===== config.mk =====
export PLATFORM = sky130hd
export DESIGN_NAME = dbus_mmio_responder
export DESIGN_NICKNAME = d
export VERILOG_FILES = /design/src/rtl/dbus_mmio_pkg.sv /design/src/rtl/mmio_tx_fifo.sv /design/src/rtl/dbus_mmio_responder.sv
export SDC_FILE = /design/constraint.sdc
export NUM_CORES = 1
export LEC_CHECK = 0
export CAP_MARGIN = 20
export CORE_MARGIN = 2
export CORE_UTILIZATION = 35
export CTS_CLUSTER_SIZE = 25
export DETAILED_ROUTE_END_ITERATION = 6
export GPL_TIMING_DRIVEN = 0
export PLACE_DENSITY_LB_ADDON = 0.1
export SKIP_CTS_REPAIR_TIMING = 1
export SYNTH_ARGS = -nofsm -noshare
export SYNTH_HDL_FRONTEND = slang
export SYNTH_SLANG_ARGS = --single-unit

===== constraint.sdc =====
create_clock -name clk -period 4.1 [get_ports clk]
set_clock_uncertainty 0.2 [all_clocks]
set_input_delay 0.41 -clock clk [delete_from_list [all_inputs] [get_ports clk]]
set_output_delay 0.41 -clock clk [all_outputs]
set_load 0.01 [all_outputs]

===== src/rtl/dbus_mmio_pkg.sv =====
// Shared register map, bit positions and status layout for the data-bus MMIO responder.
package dbus_mmio_pkg;

  localparam logic [31:0] DEFAULT_BASE_ADDR = 32'hFFFF_0000;

  // Word-aligned register offsets within the 256-byte region
  localparam logic [7:0] OFF_TXDATA   = 8'h00;
  localparam logic [7:0] OFF_STATUS   = 8'h04;
  localparam logic [7:0] OFF_MTIME    = 8'h08;
  localparam logic [7:0] OFF_MTIMECMP = 8'h0C;
  localparam logic [7:0] OFF_IRQCTL   = 8'h10;

  // STATUS bit positions
  localparam int unsigned ST_EMPTY   = 0;
  localparam int unsigned ST_FULL    = 1;
  localparam int unsigned ST_OVF     = 2;
  localparam int unsigned ST_CNT_LSB = 4;

  // IRQCTL bit positions
  localparam int unsigned IRQ_EN   = 0;
  localparam int unsigned IRQ_PEND = 1;

  // Low byte of the STATUS read word
  typedef struct packed {
    logic [3:0] count;
    logic       rsvd;
    logic       overflow;
    logic       full;
    logic       empty;
  } status_t;

endpackage


===== src/rtl/mmio_tx_fifo.sv =====
// Byte FIFO for the console TX path; a push while full is accepted only if a pop frees a slot the same cycle.
module mmio_tx_fifo #(
  parameter int unsigned DEPTH = 4,
  parameter int unsigned CNT_W = 3
) (
  input  logic             clk,
  input  logic             reset,
  input  logic             push,
  input  logic [7:0]       push_data,
  input  logic             pop,
  output logic [7:0]       rd_data,
  output logic             full,
  output logic             empty,
  output logic [CNT_W-1:0] count
);

  localparam int unsigned PTR_W = CNT_W - 1;

  logic [7:0]       mem [DEPTH];
  logic [PTR_W-1:0] rd_ptr;
  logic [PTR_W-1:0] wr_ptr;
  logic             do_pop;
  logic             do_push;
  logic [CNT_W-1:0] count_nxt;

  assign do_pop  = pop && !empty;
  assign do_push = push && (!full || do_pop);
  assign rd_data = mem[rd_ptr];

  // Next occupancy; simultaneous push and pop cancel out
  always_comb begin
    count_nxt = count;
    case ({do_push, do_pop})
      2'b10:   count_nxt = count + CNT_W'(1);
      2'b01:   count_nxt = count - CNT_W'(1);
      default: count_nxt = count;
    endcase
  end

  // Storage, pointers and registered full/empty flags
  always_ff @(posedge clk) begin
    if (reset) begin
      for (int i = 0; i < int'(DEPTH); i++) mem[i] <= '0;
      rd_ptr <= '0;
      wr_ptr <= '0;
      count  <= '0;
      full   <= 1'b0;
      empty  <= 1'b1;
    end else begin
      if (do_push) begin
        mem[wr_ptr] <= push_data;
        wr_ptr      <= wr_ptr + PTR_W'(1);
      end
      if (do_pop) rd_ptr <= rd_ptr + PTR_W'(1);
      count <= count_nxt;
      full  <= (count_nxt == CNT_W'(DEPTH));
      empty <= (count_nxt == '0);
    end
  end

endmodule


===== src/rtl/dbus_mmio_responder.sv =====
// MMIO responder on the core data bus: console TX FIFO, cycle timer with compare, timer interrupt.
module dbus_mmio_responder
  import dbus_mmio_pkg::*;
#(
  parameter logic [31:0] BASE_ADDR  = DEFAULT_BASE_ADDR,
  parameter int unsigned FIFO_DEPTH = 4,
  parameter int unsigned CNT_W      = 3
) (
  input  logic        clk,
  input  logic        reset,
  input  logic [31:0] addr,
  input  logic [31:0] writedata,
  input  logic        memwrite,
  output logic        hit,
  output logic [31:0] readdata,
  output logic [7:0]  tx_data,
  output logic        tx_valid,
  input  logic        tx_ready,
  output logic        timer_irq
);

  logic [7:0]       off;
  logic             wr;
  logic             wr_tx;
  logic             wr_status;
  logic             wr_mtime;
  logic             wr_mtimecmp;
  logic             wr_irqctl;
  logic             pop;
  logic             fifo_full;
  logic             fifo_empty;
  logic [CNT_W-1:0] fifo_count;
  logic             overflow;
  logic [31:0]      mtime;
  logic [31:0]      mtimecmp;
  logic             enable;
  logic             pending;
  logic             match;
  status_t          status;
  logic             unused_addr;

  assign unused_addr = ^addr[1:0];

  // Address decode: region on addr[31:8], register on the word index
  assign off         = {addr[7:2], 2'b00};
  assign hit         = (addr[31:8] == BASE_ADDR[31:8]);
  assign wr          = memwrite && hit;
  assign wr_tx       = wr && (off == OFF_TXDATA);
  assign wr_status   = wr && (off == OFF_STATUS);
  assign wr_mtime    = wr && (off == OFF_MTIME);
  assign wr_mtimecmp = wr && (off == OFF_MTIMECMP);
  assign wr_irqctl   = wr && (off == OFF_IRQCTL);

  assign tx_valid  = !fifo_empty;
  assign pop       = tx_valid && tx_ready;
  assign match     = (mtime == mtimecmp);
  assign timer_irq = pending && enable;

  mmio_tx_fifo #(
    .DEPTH (FIFO_DEPTH),
    .CNT_W (CNT_W)
  ) u_tx_fifo (
    .clk       (clk),
    .reset     (reset),
    .push      (wr_tx),
    .push_data (writedata[7:0]),
    .pop       (pop),
    .rd_data   (tx_data),
    .full      (fifo_full),
    .empty     (fifo_empty),
    .count     (fifo_count)
  );

  // Sticky overflow: set by a dropped push, cleared by writing 1 to its STATUS bit
  always_ff @(posedge clk) begin
    if (reset) begin
      overflow <= 1'b0;
    end else if (wr_tx && fifo_full && !pop) begin
      overflow <= 1'b1;
    end else if (wr_status && writedata[ST_OVF]) begin
      overflow <= 1'b0;
    end
  end

  // Free-running timer; a software load replaces the increment for that cycle
  always_ff @(posedge clk) begin
    if (reset) begin
      mtime    <= '0;
      mtimecmp <= 32'hFFFF_FFFF;
    end else begin
      mtime <= wr_mtime ? writedata : mtime + 32'd1;
      if (wr_mtimecmp) mtimecmp <= writedata;
    end
  end

  // Interrupt enable and pending; a match outranks a same-cycle clear
  always_ff @(posedge clk) begin
    if (reset) begin
      enable  <= 1'b0;
      pending <= 1'b0;
    end else begin
      if (wr_irqctl) enable <= writedata[IRQ_EN];
      if (match) begin
        pending <= 1'b1;
      end else if (wr_irqctl && writedata[IRQ_PEND]) begin
        pending <= 1'b0;
      end
    end
  end

  // STATUS byte assembly
  always_comb begin
    status          = '0;
    status.empty    = fifo_empty;
    status.full     = fifo_full;
    status.overflow = overflow;
    status.count    = 4'(fifo_count);
  end

  // Zero-wait-state read mux; zero outside the region and at unmapped offsets
  always_comb begin
    readdata = '0;
    if (hit) begin
      case (off)
        OFF_STATUS:   readdata = {24'b0, status};
        OFF_MTIME:    readdata = mtime;
        OFF_MTIMECMP: readdata = mtimecmp;
        OFF_IRQCTL:   readdata = {30'b0, pending, enable};
        default:      readdata = '0;
      endcase
    end
  end

endmodule


# After elaboration in Yosys (flattened, before gate mapping)
# Memories as Yosys holds them, arrays and structs flattened. A register that Yosys moved wholly into a read port is not among the register bits.
# Cells that the tools add are included.
[totals]
rom_bits = 0
elab_cells = 66
latch_bits = 0
mem_count = 1
register_bits = 76
inputBits = 68
output_inout_bits = 43
ramBits = 32
[op_classes]
div = 0
n_eq_ne = 9
shifts = 0
muxes = 18
addsub = 5
order_cmp = 0
n_mul = 0
bitwise = 0
reduce_logical = 23
[memory_table]
columns = ["name", "words", "width", "read_ports", "rd_clocked_by_memory_dff", "write_ports", "line_no", "text"]
rows = [
  ["u_tx_fifo.mem", 4, 8, 1, 1, 4, "mmio_tx_fifo.sv:19", "logic [7:0] mem [DEPTH];"],
]
[op_table]
columns = ["operator", "n"]
rows = [
  ["$pmux 32 s4", 1],
  ["$mux 32", 2],
  ["$add 32x1->32 const B", 1],
  ["$eq 32x32->1", 1],
  ["$eq 24x24->1 const B", 1],
  ["$logic_and 1x1->1", 14],
  ["$eq 6x2->1 const B", 2],
  ["$mux 1", 10],
  ["$logic_not 8->1", 1],
  ["$mux 8", 1],
  ["$reduce_or 8->1", 1],
  ["$eq 6x1->1 const B", 1],
  ["$eq 6x3->1 const B", 1],
  ["$mux 2", 3],
  ["$pmux 3 s2", 1],
  ["$add 2x1->2 const B", 2],
  ["$reduce_bool 2->1", 2],
  ["$add 3x1->3 const B", 1],
  ["$eq 3x3->1 const B", 1],
  ["$logic_not 1->1", 3],
  ["$logic_not 3->1", 1],
  ["$sub 3x1->3 const B", 1],
  ["$eq 2x1->1 const B", 1],
  ["$eq 2x2->1 const B", 1],
  ["$logic_or 1x1->1", 1],
]

# Logic depth before layout (Yosys ltp)
[logic_depth]
depth_word = 10
depth_mapped = 13
ltp_nobuf = 12

# Modules after synthesis
# Synthesis repeated with hierarchy kept, for this count alone.
[unflattened]
cells_unflattened = 649
area_unflattened_um2 = 6198.4
[modules_own_cells]
columns = ["module", "instances", "cells_each", "area_per_inst_um2"]
rows = [
  ["dbus_mmio_responder", 1, 511, 4215.3],
  ["mmio_tx_fifo", 1, 138, 1983.2],
]

# Least setup slack after synthesis
# Ideal clock, no wire load.
[synth_path]
kind = "input-to-reg"
startpoint = "input addr[9]"
endpoint = "register u_tx_fifo.empty"
cell_stages = 12
arrival_ns = 2.931
t_required_ns = 3.768
slack_ns = 0.837
setup_ns = 0.132
path_cell_list = "or4_4 -> nor4_4 -> nand3_4 -> or2_2 -> clkbuf_1 -> ha_1 -> inv_1 -> fa_1 -> nand2_1 -> nor2_1 -> a31oi_1 -> a21oi_1"
[synth_via]
elab_chain_len = 7
elab_cells_between_ends = 8
classes_between = "3 x eq/ne; 1 x mux; 4 x reduce/logical"
[synth_lines]
columns = ["item", "line_no", "text"]
rows = [
  ["start: declaration", "dbus_mmio_responder.sv:11", "input logic [31:0] addr,"],
  ["$eq 24x24->1 *", "dbus_mmio_responder.sv:46", "assign hit = (addr[31:8] == BASE_ADDR[31:8]);"],
  ["$logic_and 1x1->1 *", "dbus_mmio_responder.sv:47", "assign wr = memwrite && hit;"],
  ["$logic_and 1x1->1 *", "dbus_mmio_responder.sv:48", "assign wr_tx = wr && (off == OFF_TXDATA);"],
  ["$logic_and 1x1->1 *", "mmio_tx_fifo.sv:27", "assign do_push = push && (!full || do_pop);"],
  ["$eq 2x1->1 / $eq 2x2->1 (equally long branches)", "mmio_tx_fifo.sv:33", "case ({do_push, do_pop})"],
  ["$pmux 3 s2 *", "mmio_tx_fifo.sv:33", ""],
  ["$logic_not 3->1 *", "mmio_tx_fifo.sv:57", "empty <= (count_nxt == '0);"],
  ["end signal: assignment", "mmio_tx_fifo.sv:57", ""],
  ["end: declaration", "mmio_tx_fifo.sv:13", "output logic empty,"],
]
# Mark *: on every way between the ends. The rest lies on a longest branch, timed or not.
# A chain may end at the register's enable or synchronous reset.

# Worst setup path in the final report
[layout_path]
startpoint = "input addr[5]"
endpoint = "output readdata[0]"
[layout_via]
elab_chain_len = 3
elab_cells_between_ends = 6
classes_between = "4 x eq/ne; 2 x mux"
[layout_lines]
columns = ["item", "line_no", "text"]
rows = [
  ["$eq 6x3->1 (tied with other cells)", "dbus_mmio_responder.sv:124", "case (off)"],
  ["$pmux 32 s4 *", "dbus_mmio_responder.sv:124", ""],
  ["$mux 32 *", "dbus_mmio_responder.sv:123", "if (hit) begin"],
  ["end: declaration", "dbus_mmio_responder.sv:15", "output logic [31:0] readdata,"],
]
# Marks and branches as above.

==> flow_metrics.py <==
metrics = {
    "run_status": {
        "status": "completed",
    },
    "finish": {
        "drive_gt1_frac": 0.110,
        "mostFrequentLayoutCells": "clkdlybuf4s50_1, nor2_1, dfxtp_1",
        "fin_nets": 802,
        "final_util": 0.461,
        "final_common_cell": "clkdlybuf4s50_1",
        "final_area_mm2": 0.00770,
        "antenna_cells": 0,
        "area_growth_pct": 28.1,
    },
    "global_routing": {
        "antenna_found_initial": 0,
        "track_usage": 0.185,
        "grt.overflow.total": 0,
        "grt_max_degree": 19,
        "grt_pass1_vias": 4975,
        "grt_pass1_wl_um": 26200,
    },
    "drt": {
        "antenna_left": 0,
        "wl_per_cell_um": 16.9,
        "vias": 4829,
        "finalWirelength_um": 16200,
        "drc": 0,
        "drtIter0Drc": 225,
        "dr.pass1.iters": 5,
        "viasPerCell": 5.05,
    },
    "power_and_ir_drop": {
        "peakVddDrop_uv": 213,
        "p_comb_frac": 0.077,
        "leakagePower_nw": 2.57,
        "p_int_w": 0.00169,
        "p_total_w": 0.00219,
        "power_density_mw_per_mm2": 284,
        "switching_power_w": 0.000497,
        "swShare": 0.227,
        "pwr-share-clk": 0.406,
        "p_seq_frac": 0.518,
    },
    "logic_synthesis": {
        "async_reset_ff_frac": 0,
        "synthesis.area_mm2": 0.00602,
        "yosysUniqueCellTypes": 50,
        "postSynthAreaPerCell_um2": 9.89,
        "yosysSeqAreaShare": 0.419,
        "syn_inst": 608,
        "ys.flop_type": "dfxtp_1",
        "synth_edf_count": 32,
        "syn_nets": 679,
        "synth_warnings": 0,
        "ys_ff_latch": 110,
    },
    "setup_path": {
        "cp-start-kind": "input pin",
        "crit_type": "input pin to output port",
        "cp.required_ns": 3.49,
        "rr_worst_depth": 12,
        "crit_path_end_kind": "output port",
        "arrival_ns": 3.29,
        "worstPathMaxFanout": 8,
    },
    "floorplan": {
        "initial_core_util": 0.360,
        "num_rows": 47,
        "die_x_um": 135,
        "ios": 111,
        "core-area_mm2": 0.0167,
        "die_area_mm2": 0.0183,
        "die_y_um": 135,
    },
    "sta": {
        "setup_viol": 0,
        "slew_violations": 0,
        "tns_ns": 0,
        "rsz0062_at_grt": "no",
        "period_minus_slack_ns": 3.90,
        "holdWs_ns": 0.306,
        "hold_violations": 0,
        "slew_headroom": 0.380,
        "tightest_slew_ns": 0.928,
        "timing.final.crit_share": 0.951,
        "max_freq_mhz": 256,
    },
    "clocking": {
        "cts_buffer_depth": 2,
        "insertion_delay_ns": 0.36,
        "clock-sinks": 110,
        "h-tree-depth": 3,
        "cts.clk_slew.worst_paths_ns": 0.07,
        "cts_root_buf": "clkbuf_16",
        "cts_tree": "built",
        "numCtsBuffers": 9,
    },
    "placement": {
        "dpl.hpwl_um": 12300,
        "gp_congestion": 0.837,
        "io_buffers": 106,
        "postPlaceCellArea_mm2": 0.00738,
    },
    "run": {
        "maxCapViolations": 0,
    },
    "min_path": {
        "hold_class": "flip-flop to flip-flop",
        "holdPathStages": 2,
    },
}
==> cell type report <==
class                      instances  area [um^2]
fill                            1650         9000
sequential                       110         2520
tap                              220          275
multi-input combinational        446         3270
inverter                          13         48.8
timing repair buffer             112         1090
clock inverter                     7         73.8
buffer                            39          195
clock buffer                       9          225
==> registers in the layout (all words and copies together), names as in the netlist, 2 cells and up, named ones only <==
name              count
mtimecmp             32
mtime                32
u_tx_fifo.rd_ptr      2
u_tx_fifo.count       3
u_tx_fifo.mem        32
u_tx_fifo.wr_ptr      2
==> Yosys cell counts, types with 3 or more instances <==
cell      count  area (um^2)
buf_2         3         15.0
buf_4         3         22.5
xor2_1       33          289
and4_1        4         35.0
edfxtp_1     32          961
nor2_1       79          297
mux4_2        8          180
nor3_1       14         70.1
buf_6         4         45.0
nor3b_1       4         30.0
nor4_1        9         56.3
inv_1        12         45.0
dfxtp_1      78         1560
nand3_1      11         55.1
xnor2_1      34          298
o31ai_1       5         37.5
nand4_1      21          131
and2_1       37          231
mux2i_1      63          631
nand2_1      51          191
a21oi_1      10         50.1
clkbuf_1     27          101
o21ai_0       4         20.0
a211oi_2     28          350
==> worst max-delay path, stage by stage <==
cell and delay (ns):
clkdlybuf4s50_1 0.46, or4_1 0.57, nor3b_1 0.77, a222oi_1 0.27, nor3_1 0.21, clkdlybuf4s50_1 0.60
==> power groups by stage <==
| stage | clock network (W) | logic (W) | registers (W) |
|---|---|---|---|
| 3_5_place_dp | 0 | 0.000166 | 0.00116 |
| 5_1_grt | 0.000962 | 0.000180 | 0.00113 |
| 2_1_floorplan | 0 | 0.0000629 | 0.00116 |
| 4_1_cts | 0.000920 | 0.000167 | 0.00113 |
| 3_3_place_gp | 0 | 0.000163 | 0.00116 |
| 6_report | 0.000888 | 0.000167 | 0.00113 |
==> through the flow <==
stage,cells,worst slack (ns)
final,956,0.200
after global routing,956,0.0526
after CTS,955,-0.0947
after detailed placement,939,-0.0811
after global placement,934,-0.0629
after floorplan,608,0.837
==> per-layer routing <==
layer,up-vias,global-route usage,routed length [um],share of wire
met5,-,0,0,0
met4,0,0.0706,365,0.023
met3,27,0.0334,749,0.046
met2,119,0.323,7990,0.49
met1,2291,0.228,7100,0.44
li1,2392,-,-,-
==> path summary, 6_finish.rpt <==
kind,startpoint,to,slack [ns]
hold / removal,enable$_SDFFE_PP0P_,enable$_SDFFE_PP0P_,0.31
setup / recovery,addr[5],readdata[0],0.20
setup reg to reg,u_tx_fifo.empty$_SDFF_PP1_,u_tx_fifo.empty$_SDFF_PP1_,1.01
hold reg to reg,enable$_SDFFE_PP0P_,enable$_SDFFE_PP0P_,0.31
==> kinds of logic after synthesis <==
| kind of cell | share of synthesized area |
|---|---|
| AO/OA/AOI/OAI | 0.0888 |
| AND/OR/NAND/NOR | 0.208 |
| flip-flops | 0.419 |
| buffers and inverters | 0.0401 |
| XOR/XNOR | 0.0975 |
| multiplexers | 0.139 |
| adder cells (fa/ha/maj) | 0.00749 |
No activity file was read; power rests on OpenSTA's default activity.
